### src/rtl/ascon_pack.sv
// ascon_pack
// Shared definitions for the Ascon substitution layer.
//   sbox_col_t     : one 5-bit state column (bit 4 = x0 ... bit 0 = x4)
//   SBOX_TABLE     : forward Ascon S-box, indexed by the input column
//   SBOX_INV_TABLE : inverse S-box, only present when SBOX_INV_EN is defined
// Configuration macro: SBOX_INV_EN
package ascon_pack;

  typedef logic [4:0] sbox_col_t;

  localparam sbox_col_t SBOX_TABLE [0:31] = '{
    5'h04, 5'h0B, 5'h1F, 5'h14, 5'h1A, 5'h15, 5'h09, 5'h02,
    5'h1B, 5'h05, 5'h08, 5'h12, 5'h1D, 5'h03, 5'h06, 5'h1C,
    5'h1E, 5'h13, 5'h07, 5'h0E, 5'h00, 5'h0D, 5'h11, 5'h18,
    5'h10, 5'h0C, 5'h01, 5'h19, 5'h16, 5'h0A, 5'h0F, 5'h17
  };

`ifdef SBOX_INV_EN
  localparam sbox_col_t SBOX_INV_TABLE [0:31] = '{
    5'h14, 5'h1A, 5'h07, 5'h0D, 5'h00, 5'h09, 5'h0E, 5'h12,
    5'h0A, 5'h06, 5'h1D, 5'h01, 5'h19, 5'h15, 5'h13, 5'h1E,
    5'h18, 5'h16, 5'h0B, 5'h11, 5'h03, 5'h05, 5'h1C, 5'h1F,
    5'h17, 5'h1B, 5'h04, 5'h08, 5'h0F, 5'h0C, 5'h10, 5'h02
  };
`endif

endpackage

### src/rtl/sbox.sv
// sbox
// One registered column slice of the Ascon substitution layer. The input
// column is looked up combinationally and the image is registered, giving
// a fixed one-cycle latency at one column per cycle.
// Ports:
//   clock_i  in   1  rising-edge clock
//   reset_i  in   1  synchronous active-high reset (clears sbox_o/valid_o)
//   valid_i  in   1  sbox_i carries a column this cycle
//   sbox_i   in   5  input column, bit 4 = x0 ... bit 0 = x4
//   inv_i    in   1  only with SBOX_INV_EN: 1 selects the inverse S-box
//   valid_o  out  1  sbox_o holds a fresh result
//   sbox_o   out  5  substituted column, same bit ordering as sbox_i
// Configuration macro: SBOX_INV_EN (adds inv_i and the inverse table)
module sbox
  import ascon_pack::*;
(
  input  logic       clock_i,
  input  logic       reset_i,
  input  logic       valid_i,
  input  logic [4:0] sbox_i,
`ifdef SBOX_INV_EN
  input  logic       inv_i,
`endif
  output logic       valid_o,
  output logic [4:0] sbox_o
);

  sbox_col_t w_sub;
  sbox_col_t r_sbox;
  logic      r_valid;

  // Table lookup ahead of the register; the inverse path only exists
  // in builds that ask for it.
  always_comb begin
    w_sub = SBOX_TABLE[sbox_i];
`ifdef SBOX_INV_EN
    if (inv_i) begin
      w_sub = SBOX_INV_TABLE[sbox_i];
    end
`endif
  end

  // Output register: reset wins over valid_i, and the data only updates
  // on valid columns so the last result stays visible between columns.
  always_ff @(posedge clock_i) begin
    if (reset_i) begin
      r_sbox  <= 5'h00;
      r_valid <= 1'b0;
    end else begin
      r_valid <= valid_i;
      if (valid_i) begin
        r_sbox <= w_sub;
      end
    end
  end

  assign sbox_o  = r_sbox;
  assign valid_o = r_valid;

endmodule

### config.mk
export PLATFORM = sky130hd
export DESIGN_NAME = sbox
export DESIGN_NICKNAME = d
export VERILOG_FILES = /design/src/rtl/ascon_pack.sv /design/src/rtl/sbox.sv
export SDC_FILE = /design/constraint.sdc
export NUM_CORES = 1
export LEC_CHECK = 0
export ABC_AREA = 1
export CAP_MARGIN = 20
export CELL_PAD_IN_SITES_DETAIL_PLACEMENT = 1
export CELL_PAD_IN_SITES_GLOBAL_PLACEMENT = 1
export CORE_MARGIN = 5
export CORE_UTILIZATION = 31
export CTS_CLUSTER_SIZE = 25
export DETAILED_ROUTE_END_ITERATION = 7
export PLACE_DENSITY_LB_ADDON = 0.1
export SYNTH_ARGS = -nofsm -noshare
export SYNTH_HDL_FRONTEND = slang
export SYNTH_SLANG_ARGS = --single-unit
### constraint.sdc
create_clock -name clock_i -period 1.8 [get_ports clock_i]
set_input_delay 0.36 -clock clock_i [delete_from_list [all_inputs] [get_ports clock_i]]
set_output_delay 0.36 -clock clock_i [all_outputs]
set_load 0.1 [all_outputs]
After elaboration in Yosys (flattened, before gate mapping). Memory sizes are Yosys's and may differ from the RTL's. A register that Yosys moved wholly into a read port is not among the register bits. Index checks and enable logic that the tools add are counted.

Bitwise gates (word level): 1.

Operators by type and width (count): 5-bit NOT with 6-bit output (1).

Memories: 1. Output and inout bits: 6. Register bits: 1. ROM bits: 160.

Memory list: (name not given) (words 32, width 5, rd ports 1, clocked after Yosys merged registers in 1, wr ports 0, line sbox.sv:35) `w_sub = SBOX_TABLE[sbox_i];`.

Longest topological paths before layout.
Depth in word-level cells: 1. Depth in mapped cells: 9. Mapped depth without buffers: 9.

Worst setup path before layout. OpenSTA, ideal clock, no wires.

Path kind: register to register. Start point: register, netlist name sbox_o[3]. End point: register r_sbox[3], in the netlist sbox_o[3]. Stages on the path, launching flop included: 3. Required time: 1735 ps. Setup time: 65 ps. Data arrival time: 1234 ps. Clock period less this slack: 1299 ps. Slack: 501 ps. Path through: dfxtp_1 > o21ai_0 > nor2_1.

RTL lines: end, declared (line sbox.sv:29) `sbox_col_t r_sbox;`.

Worst setup path in the final report.
Start point: input sbox_i[1]. End point: register r_sbox[3], in the netlist sbox_o[3].

Longest elaborated chain between the ends: 1.

RTL lines: start, declared (line sbox.sv:20) `input logic [4:0] sbox_i,`; 5-bit NOT with 6-bit output (implied by the code) (line sbox.sv:35).

Every way passes these cells. A chain may end at the register's enable or synchronous reset.

==> out/metrics.yaml <==
outcome:
  status: "finished clean"
cts:
  cts_sinks: 6
  clock_latency_ns: 0.24
  post_cts_buffers: 0
  cts_resized: 0
  cts_buffers: 3
  clk_pin_slew_ns: 0.04
  cts_buffer_depth: 2
  clock-root-buffer: "clkbuf_4"
  cts_tree: "done"
  holdBufCountCts: 0
  htree_levels: 1
worst_setup_path:
  slowest_stage: "clkdlybuf4s50_1"
  end_kind: "register"
  cp-startpoint: "sbox_i[1]"
  path_class: "in -> reg"
  cp_data_required_time_ns: 1.93
  r2r_start: "sbox_o[2]$_SDFFE_PP0P_"
  rrSetupSlack_ns: 1.09
  slowest_delay_ns: 0.49
  startpoint_type: "input pin"
  worstRegToRegCells: 2
  critical_path_arrival_ns: 1.71
  reg2reg_to: "sbox_o[2]$_SDFFE_PP0P_"
  path_cells: "clkdlybuf4s50_1 -> inv_1 -> ha_1 -> inv_1 -> o21ai_0 -> nand2_1 -> nand3_1 -> nand2_1 -> nor2_1 -> nor2_1"
  cp_max_fo: 3
layout:
  fin_nets: 96
  syn2layout_area_growth_pct: 64.05
  drive_gt1_share_pct: 22.50
  antenna_cells: 0
  fill_cells: 161
global_route:
  grt_pass1_vias: 467
  grt_max_degree: 9
  grt_first_pass_wirelength_um: 1849
  grt-ovfl-total: 0
  track_usage_pct: 12.25
  antenna_found_initial: 0
route:
  ant_nets: 0
  route.vias.total: 453
  drc: 0
  dr.pass1.iters: 4
  routed_wl_um: 1065
  vias_per_cell: 4.768
  drt_iter0_drc: 3
  wl_per_cell_um: 11.21
power_and_ir_drop:
  power_density_nw_per_um2: 710.8
  p_leak_nw: 0.3400
  netSwitchingFraction_pct: 37.49
  p_int_w: 0.0003019
  clkPwrFrac_pct: 24.7
  fin_total_pwr_w: 0.0004829
  seqPwrFrac_pct: 31.8
  switchingPower_w: 0.0001810
  power_frac_comb_pct: 43.5
  ir_drop_mv: 0.4476
floorplan:
  dieArea_sq_um: 2167
  core_region_area_sq_um: 1285
  fp.dieH_um: 46.55
  start_util_pct: 32.23
  io_pins: 14
  die_x_um: 46.55
  fp-row-count: 13
logic_synthesis:
  synthesis.nets: 74
  synth_seq_cells: 6
  syn_area_sq_um: 414.1
  seq_area_frac_synth_pct: 29.00
  yosys.cell_types.count: 16
  ys_top_cells_by_area: "dfxtp_1 29%, ha_1 18%, inv_1 8.2%"
  yosys_warnings: 0
  syn_avg_cell_area_sq_um: 6.902
  netlist.area_leader.share_pct: 29.00
  synthCells: 60
  synth_top_area_cell: "dfxtp_1"
placement:
  gp_congestion: 0.7896
  dp_hpwl_um: 884.3
  place.port_buffers: 13
timing:
  tightestPinTransition_ns: 0.2337
  finalHoldViolCount: 0
  setup_viol: 0
  max_slew_margin_pct: 84.37
  slew_violations: 0
  post-route-period-util_pct: 87.67
  whs_ns: 0.5587
  fmax_mhz: 633.7
  finalCriticalPeriod_ns: 1.578
  finClkSkew_ns: 0
  rsz0062_at_grt: "false"
hold_path:
  min_path_cells: 2
  min_to: "sbox_o[4]$_SDFFE_PP0P_"
  min_from: "sbox_o[4]$_SDFFE_PP0P_"
  hold_path_class: "reg -> reg"
job:
  maxCapViolations: 0
==> synthesized netlist by cell type (all sizes together) <==
cell	count
clkbuf	1
ha	6
inv	10
o21ai	7
nand2	10
a31oi	1
o22ai	1
dfxtp	6
xor2	1
nor2	8
nand3	4
a21oi	5
==> cell type report <==
cell class | count | area (sq um) | share of cell area [%]
sequential | 6 | 120.1 | 17.68
timing repair buffer | 18 | 227.7 | 33.52
clock buffer | 3 | 22.52 | 3.315
inverter | 10 | 37.54 | 5.525
tap | 15 | 18.77 | 2.762
multi-input combinational | 43 | 252.7 | 37.20
==> state kept, by name, summed over array words and instances (netlist names) <==
signal,count
sbox_o,5
valid_o,1
==> cell usage in the layout (no fill, tap or decap), drive strengths merged <==
master / instances
nor2: 8
xor2: 1
o21ai: 7
a21oi: 5
buf: 11
a31oi: 1
inv: 10
dfxtp: 6
ha: 6
nand2: 10
clkdlybuf4s50: 7
clkbuf: 3
nand3: 4
o22ai: 1
==> kinds of logic after synthesis <==
logic type / count (synthesis) / synth area share (%)
AND/OR/NAND/NOR: 22 / 22.36
XOR/XNOR: 1 / 2.115
flip-flops: 6 / 29.00
buffers and inverters: 11 / 9.967
AO/OA/AOI/OAI: 14 / 18.43
adder cells (fa/ha/maj): 6 / 18.13
==> per-layer routing <==
metal  wire length (um)  global-route usage, %  vias up
met3                 90                  7.031        2
met5                  0                      0        -
met2                486                  18.13       15
met1                473                  14.75      204
li1                   -                      -      232
met4                 14                  3.977        0
==> critical path: cells and delay by family <==
kind                       cells  cell delay, ns
AOI/OAI and AO/OA              1            0.07
and+or+nand+nor                5            0.34
buffers and inverters          3            0.62
adders and majority gates      1            0.31
==> power by group through the flow <==
stage	clock [W]	combinational [W]	sequential, W
after floorplan	0	0.0000525	0.000224
after global placement	0	0.000208	0.000156
after detailed placement	0	0.000211	0.000156
after CTS	0.000127	0.000213	0.000154
after global routing	0.000132	0.000225	0.000155
final	0.000119	0.000210	0.000154
==> through the flow <==
step                      util, %  setup slack (ns)  setup TNS, ns  cells  area [sq um]
final                       52.87            0.2219              0     95         679.4
after detailed placement    51.12          -0.04429       -0.07183     92         656.9
after floorplan                 -            0.5005              0     60         414.1
after global routing        52.87           0.07664              0     95         679.4
after global placement      51.12          -0.01475       -0.01475     92         656.9
after CTS                   52.87            0.2166              0     95         679.4
==> worst max path at each step <==
stage	to	cells past startpoint	slack, ns
2_1_floorplan	sbox_o[3]$_SDFFE_PP0P_	2	0.50
3_3_place_gp	sbox_o[3]$_SDFFE_PP0P_	10	-0.01
3_5_place_dp	sbox_o[3]$_SDFFE_PP0P_	10	-0.04
4_1_cts	sbox_o[3]$_SDFFE_PP0P_	10	0.22
5_1_grt	sbox_o[3]$_SDFFE_PP0P_	10	0.08
6_report	sbox_o[3]$_SDFFE_PP0P_	10	0.22
Power figures use the tool's default switching activity.
